`src/rtl/serial_transmitter_host.sv`:
```
// Serial frame transmitter with optional readback of the remote receiver contents.
// Latency: request accepted on the first rising sclk edge in IDLE; done pulses DATA_LEN*2*CLK_DIV cycles later (CLK_DIV for a clear).
// Backpressure: tx_ready is high only in IDLE; requests seen in any other state are dropped, not queued.
//
// Ports:
//   sclk, reset        system clock, asynchronous active-low reset
//   tx_data/tx_valid   parallel frame and send request; tx_ready marks acceptance
//   clear              request to reset the remote receiver (wins over tx_valid)
//   done               one-cycle pulse when a frame or clear completes
//   ser_clk/ser_data   serial clock and data; the receiver samples on ser_clk falling edge
//   ser_rst_n          active-low reset to the remote receiver
//   sda_in, rx_data    readback serial input and captured frame
// Build option: define SERIAL_READBACK_EN to capture sda_in into rx_data;
// otherwise rx_data is tied to zero and sda_in is ignored.
module serial_transmitter_host #(
    parameter int DATA_LEN = 8,
    parameter int CLK_DIV  = 4
) (
    input  logic                sclk,
    input  logic                reset,
    input  logic [DATA_LEN-1:0] tx_data,
    input  logic                tx_valid,
    output logic                tx_ready,
    input  logic                clear,
    output logic                done,
    output logic                ser_clk,
    output logic                ser_data,
    output logic                ser_rst_n,
    input  logic                sda_in,
    output logic [DATA_LEN-1:0] rx_data
);

    localparam int DIV_W = $clog2(2 * CLK_DIV);
    localparam int BIT_W = $clog2(DATA_LEN + 1);

    // Divider value on the last cycle of the high half and of the whole bit.
    localparam logic [DIV_W-1:0] HALF_LAST = DIV_W'(CLK_DIV - 1);
    localparam logic [DIV_W-1:0] BIT_END   = DIV_W'(2 * CLK_DIV - 1);
    localparam logic [BIT_W-1:0] LAST_BIT  = BIT_W'(DATA_LEN - 1);

    typedef enum logic [1:0] {
        IDLE  = 2'd0,
        CLEAR = 2'd1,
        SHIFT = 2'd2,
        DONE  = 2'd3
    } state_t;

    state_t              state, state_nxt;
    logic [DIV_W-1:0]    div_cnt, div_nxt;
    logic [BIT_W-1:0]    bit_cnt, bit_nxt;
    logic [DATA_LEN-1:0] shreg, shreg_nxt;
    logic                ser_clk_nxt;
    logic                ser_data_nxt;
    logic                ser_rst_n_nxt;

    // Serial outputs are registered together with the state so that
    // nothing combinational reaches ser_clk, ser_data or ser_rst_n.
    always_ff @(posedge sclk or negedge reset) begin
        if (!reset) begin
            state     <= IDLE;
            div_cnt   <= '0;
            bit_cnt   <= '0;
            shreg     <= '0;
            ser_clk   <= 1'b1;
            ser_data  <= 1'b0;
            ser_rst_n <= 1'b1;
        end else begin
            state     <= state_nxt;
            div_cnt   <= div_nxt;
            bit_cnt   <= bit_nxt;
            shreg     <= shreg_nxt;
            ser_clk   <= ser_clk_nxt;
            ser_data  <= ser_data_nxt;
            ser_rst_n <= ser_rst_n_nxt;
        end
    end

    always_comb begin
        state_nxt     = state;
        div_nxt       = div_cnt;
        bit_nxt       = bit_cnt;
        shreg_nxt     = shreg;
        ser_clk_nxt   = ser_clk;
        ser_data_nxt  = ser_data;
        ser_rst_n_nxt = ser_rst_n;

        case (state)
            IDLE: begin
                if (clear) begin
                    state_nxt     = CLEAR;
                    ser_rst_n_nxt = 1'b0;
                    div_nxt       = '0;
                end else if (tx_valid) begin
                    // MSB goes out immediately; shreg holds the remaining bits
                    // left-aligned so its MSB is always the next bit to send.
                    state_nxt    = SHIFT;
                    shreg_nxt    = {tx_data[DATA_LEN-2:0], 1'b0};
                    ser_data_nxt = tx_data[DATA_LEN-1];
                    ser_clk_nxt  = 1'b1;
                    div_nxt      = '0;
                    bit_nxt      = '0;
                end
            end

            CLEAR: begin
                if (div_cnt == HALF_LAST) begin
                    ser_rst_n_nxt = 1'b1;
                    div_nxt       = '0;
                    state_nxt     = DONE;
                end else begin
                    div_nxt = div_cnt + 1'b1;
                end
            end

            SHIFT: begin
                if (div_cnt == HALF_LAST) begin
                    ser_clk_nxt = 1'b0;
                end
                if (div_cnt == BIT_END) begin
                    div_nxt     = '0;
                    ser_clk_nxt = 1'b1;
                    if (bit_cnt == LAST_BIT) begin
                        bit_nxt   = '0;
                        state_nxt = DONE;
                    end else begin
                        bit_nxt      = bit_cnt + 1'b1;
                        ser_data_nxt = shreg[DATA_LEN-1];
                        shreg_nxt    = {shreg[DATA_LEN-2:0], 1'b0};
                    end
                end else begin
                    div_nxt = div_cnt + 1'b1;
                end
            end

            DONE: begin
                state_nxt = IDLE;
            end

            default: begin
                state_nxt = IDLE;
            end
        endcase
    end

    assign tx_ready = (state == IDLE);
    assign done     = (state == DONE);

`ifdef SERIAL_READBACK_EN
    // Sample on the same edge that drops ser_clk: the receiver has not yet
    // shifted, so sda_in still shows its old tip bit. After DATA_LEN
    // captures rx_data holds the receiver contents from before the frame.
    logic capture;
    assign capture = (state == SHIFT) && (div_cnt == HALF_LAST);

    always_ff @(posedge sclk or negedge reset) begin
        if (!reset) begin
            rx_data <= '0;
        end else if (capture) begin
            rx_data <= {rx_data[DATA_LEN-2:0], sda_in};
        end
    end
`else
    logic unused_sda_in;
    assign unused_sda_in = sda_in;
    assign rx_data       = '0;
`endif

endmodule

```
`config.mk`:
```
export PLATFORM = sky130hd
export DESIGN_NAME = serial_transmitter_host
export DESIGN_NICKNAME = d
export VERILOG_FILES = /design/src/rtl/serial_transmitter_host.sv
export SDC_FILE = /design/constraint.sdc
export NUM_CORES = 1
export LEC_CHECK = 0
export CORE_MARGIN = 2
export CORE_UTILIZATION = 49
export CTS_CLUSTER_DIAMETER = 80
export DETAILED_ROUTE_END_ITERATION = 8
export PLACE_DENSITY = 0.78
export SLEW_MARGIN = 20
export SYNTH_ARGS = -nofsm -noshare
export SYNTH_HDL_FRONTEND = slang
export SYNTH_SLANG_ARGS = --single-unit
```
`constraint.sdc`:
```
create_clock -name sclk -period 2.1 [get_ports sclk]
set_clock_uncertainty 0.15 [all_clocks]
set_input_delay 0.525 -clock sclk [delete_from_list [all_inputs] [get_ports sclk]]
set_output_delay 0.525 -clock sclk [all_outputs]
set_load 0.02 [all_outputs]
```
# == Word-level counts from Yosys, hierarchy flattened ==
# Index checks and enable logic that the tools add are counted.
# totals
elab_cells,68
input_bits,13
reg_bits,20
output_inout_bits,13
# classes
muxes,34
n_addsub,2
reduce_logical,10
n_eq_ne,15
# ops
operator,n
$mux W8,4
$mux W4,4
$pmux W8 S2,1
$mux W3,4
$ne A2 B2 Y1 const B,6
$reduce_and A4 Y1,3
$mux W1,10
$mux W2,5
$pmux W3 S3,1
$pmux W2 S4,1
$pmux W4 S2,1
$pmux W1 S2,3
$reduce_and A5 Y1,1
$add A4 B1 Y4 const B,1
$eq A2 B2 Y1 const B,2
$eq A4 B3 Y1 const B,1
$reduce_bool A2 Y1,2
$add A3 B1 Y3 const B,1
$eq A3 B2 Y1 const B,1
$eq A3 B3 Y1 const B,1
$ne A3 B2 Y1 const B,1
$ne A3 B3 Y1 const B,1
$reduce_and A3 Y1,1
$reduce_bool A3 Y1,1
other kinds (4),4

# == Depth between registers and ports, before layout ==
# depth
ltp_word,4
depth_mapped,7
depth_no_buf,7

# == Worst setup path after synthesis ==
# Ideal clock, no wire load.
# synth_path
kind,register -> register
from,register state[0]
to,register bit_cnt[2]
required_time_ns,1.863
synth_period_minus_slack_ns,1.913
stages_incl_launch_ff,7
path_slack_ns,0.187
setup_ns,0.087
n_path_buf,0
arrival_time_ns,1.676
cell_sequence,dfrtp_1 inv_1 ha_1 and3b_1 o21ai_1 or3_1 o211ai_1
# synth_via
elab_chain_len,3
elab_cells_between_ends,8
cone_classes,eq/ne: 4; mux: 1; reduce/logical: 3
# synth_rtl
item,line_no,rtl
from (decl),48,"state_t state, state_nxt;"
from (signal assigned),68,state <= state_nxt;
$logic_not A2 Y1 *,n/a,
via tx_ready,23,"output logic tx_ready,"
$ne A2 B2 Y1 (no line) / $reduce_bool A2 Y1 (equally long branches),n/a,
$reduce_and A4 Y1 (no line),n/a,
to (signal assigned),70,bit_cnt <= bit_nxt;
to (decl),50,"logic [BIT_W-1:0] bit_cnt, bit_nxt;"
# The timed path passes the listed nets; every way through them passes the cells marked *.
# A chain may end at the register's enable or synchronous reset.

# == Worst setup path after layout ==
# layout_path
from,register state[1]
to,register bit_cnt[2]
# layout_via
elab_chain_len,3
elab_cells_between_ends,8
cone_classes,eq/ne: 4; mux: 1; reduce/logical: 3
# layout_rtl
item,line_no,rtl
$eq A2 B2 Y1 / $logic_not A2 Y1 (equally long branches),87,case (state)
$ne A2 B2 Y1 (no line) / $reduce_bool A2 Y1 (equally long branches),n/a,
$reduce_and A4 Y1 (no line),n/a,
# Parallel ways exist; a longest one is shown, timed or not.

==> flow_metrics.env <==
export IMPL_period_share_pct=93.91
export IMPL_fp_dieW_um=52.86
export IMPL_end_kind="flop"
export IMPL_dr_total_vias=899
export IMPL_combPwrFrac_pct=55.7
export IMPL_p_sw_share_pct=43.33
export IMPL_rows=17
export IMPL_setup_tns_ns=0
export IMPL_cpPeakStageDelay_ns=0.43
export IMPL_post_drt_via_cell_ratio=5.108
export IMPL_path_cells="inv_1 -> ha_1 -> buf_4 -> and3b_1 -> o21ai_1 -> or3_1 -> o211ai_1"
export IMPL_finalNetCount=172
export IMPL_drv_slew=0
export IMPL_cts_buffers=3
export IMPL_post_dp_hpwl_mm=1.613
export IMPL_clock_tree_root_cell="clkbuf_4"
export IMPL_ir_worst_vdd_v=0.0009650
export IMPL_drive_gt1_share_pct=11.49
export IMPL_ff2ff_setup_slack_ns=0.13
export IMPL_cp_data_required_time_ns=2.18
export IMPL_ant_nets=0
export IMPL_placed_area_um2=1363
export IMPL_cts_max_level=1
export IMPL_cp_max_fo=6
export IMPL_wl_met2_mm=1.006
export IMPL_grt_pass1_vias=864
export IMPL_syn_cell_area_um2=1170
export IMPL_synth_top_area_share_pct=36.36
export IMPL_syn_inst=126
export IMPL_die_h_um=52.86
export IMPL_grt_max_degree=20
export IMPL_setup_viol=0
export IMPL_clk_pin_slew_worst_paths_ns=0.11
export IMPL_cp_arrival_ns=2.06
export IMPL_status="finished, final reports clean"
export IMPL_fp_coreArea_um2=2233
export IMPL_synth_seq_area_share_pct=40.86
export IMPL_leakage_uw=0.0006484
export IMPL_instances_no_fill=176
export IMPL_grt_pass1_wl_mm=3.553
export IMPL_grt_overflow=0
export IMPL_synth_warnings=0
export IMPL_period_minus_slack_ns=1.972
export IMPL_drt_wirelength_per_cell_um=11.90
export IMPL_synthArstFlopShare_pct=100.0
export IMPL_port_buffers=16
export IMPL_cpMaxStageDelayCell="dfrtp_1"
export IMPL_whs_path_depth=2
export IMPL_fmax_ghz=0.5071
export IMPL_p_seq_share_pct=34.1
export IMPL_diodes=0
export IMPL_antenna_found_initial=0
export IMPL_clkPwrFrac_pct=10.2
export IMPL_syn_avg_cell_area_um2=9.285
export IMPL_synth_area_leaders="dfrtp_1 36%, ha_1 11%, mux2i_1 8.6%, a21oi_1 5.1%, buf_4 5.1%"
export IMPL_hold_viol=0
export IMPL_finalCoreUtilization_pct=62.18
export IMPL_fp_dieArea_um2=2794
export IMPL_ys_seq_elements=19
export IMPL_final_cell_mix="17 x dfrtp_1, 14 x nand2_1, 12 x a21oi_1, 12 x clkdlybuf4s50_1, 11 x nor2_1"
export IMPL_yosys_most_used_dff="dfrtp_1"
export IMPL_top_layer="met4"
export IMPL_wl_met3_um=66
export IMPL_synth_edff_count=0
export IMPL_drt_iter0_markers=8
export IMPL_worstRegToRegCells=7
export IMPL_dr_pass1_iters=4
export IMPL_p_int_uw=1071
export IMPL_cts_num_sinks=19
export IMPL_cts_buffer_depth=2
export IMPL_powerDensity_nw_per_um2=1360
export IMPL_stdcell_area_um2=1389
export IMPL_wl_met1_um=997
export IMPL_critical_path_class="flop to flop"
export IMPL_synth_cell_types=31
export IMPL_holdCritPathClass="flop to flop"
export IMPL_routed_wl_mm=2.095
export IMPL_cts_tree="built"
export IMPL_p_switching_uw=818.6
export IMPL_final_common_cell="dfrtp_1"
export IMPL_start_kind="flop"
export IMPL_grt_usage_pct=17.43
export IMPL_clk_latency_ns=0.31
export IMPL_post_synth_top_area_cell="dfrtp_1"
export IMPL_gp_congestion=0.8021
export IMPL_start_util_pct=52.38
export IMPL_area_growth_pct=18.72
export IMPL_maxCapViolations=0
export IMPL_dpl_cell_count=172
export IMPL_drc_errors=0
export IMPL_ios=26
## routing by layer
layer	track usage, %	up-vias
met5	0	-
met2	30.21	14
li1	-	464
met3	3.390	2
met4	5.128	0
met1	21.84	419
## state kept, by name (all words and copies together), names as in the netlist
register and cells:
shreg 7, bit_cnt 4, div_cnt 3, state 2
ser_clk 1, ser_data 1, ser_rst_n 1
## logic make-up (layout without fill, tap and decap cells)
group | Yosys count | count (layout) | synth area share [%]
AO/OA/AOI/OAI | 30 | 30 | 15.51
adder cells (fa/ha/maj) | 10 | 10 | 10.70
buffers and inverters | 16 | 31 | 7.914
flip-flops | 19 | 19 | 40.86
multiplexers | 10 | 10 | 8.556
other | 1 | 8 | 0.3205
AND/OR/NAND/NOR | 40 | 40 | 16.15
## power by group through the flow
stage / Sequential, uW / Combinational (uW) / Clock (uW)
CTS: 643 / 1050 / 194
floorplan: 645 / 767 / 0
global route: 664 / 1180 / 211
global placement: 640 / 1020 / 0
detailed placement: 650 / 1060 / 0
finish: 644 / 1050 / 193
## timing repair
action	CTS	global route
hold endpoints to repair	0	0
pin swaps	0	0
setup buffers	0	0
gates resized for setup	5	3
endpoints found under the setup margin	4	2
hold buffers	0	0
## through the flow
step	total power (uW)	setup slack [ns]	hold WS [ns]
after floorplan	1412	0.1871	0.07941
after global placement	1660	-0.01143	0.3479
after detailed placement	1713	-0.02462	0.3484
after CTS	1886	0.01867	0.3681
after global routing	2058	-0.004090	0.3916
final	1889	0.1279	0.3658
## area by class of cell
cell class	count	area, um^2
Multi-Input combinational cell	98	633.1
Timing Repair Buffer	22	196.4
Clock buffer	3	22.52
Tap cell	28	35.03
Clock inverter	1	5.005
Sequential cell	19	478.0
Fill cell	193	844.6
Inverter	5	18.77
## final timing paths
kind	from	to
setup / recovery	state[1]	bit_cnt[2]
hold / removal	ser_clk	ser_clk
min in group asynchronous	reset	bit_cnt[0]
hold reg to reg	ser_clk	ser_clk
setup reg to reg	state[1]	bit_cnt[2]
max in group asynchronous	reset	ser_clk
## critical path: cells and delay by family (launching register included)
family / cells / cell delay, ns
AO/OA/AOI/OAI: 2 / 0.25
adder cells (fa/ha/maj): 1 / 0.20
buffers and inverters: 2 / 0.29
flip-flops: 1 / 0.43
AND/OR/NAND/NOR: 2 / 0.59
## cell usage after synthesis, types with 3 or more instances
library cell  number
dfrtp_1           17
nand2_1           14
a21oi_1           12
nor2_1            11
ha_1              10
mux2i_1           10
buf_4              8
o21ai_1            6
inv_1              4
nor2b_1            3
o21ai_0            3
No activity file was read; power rests on OpenSTA's default activity.
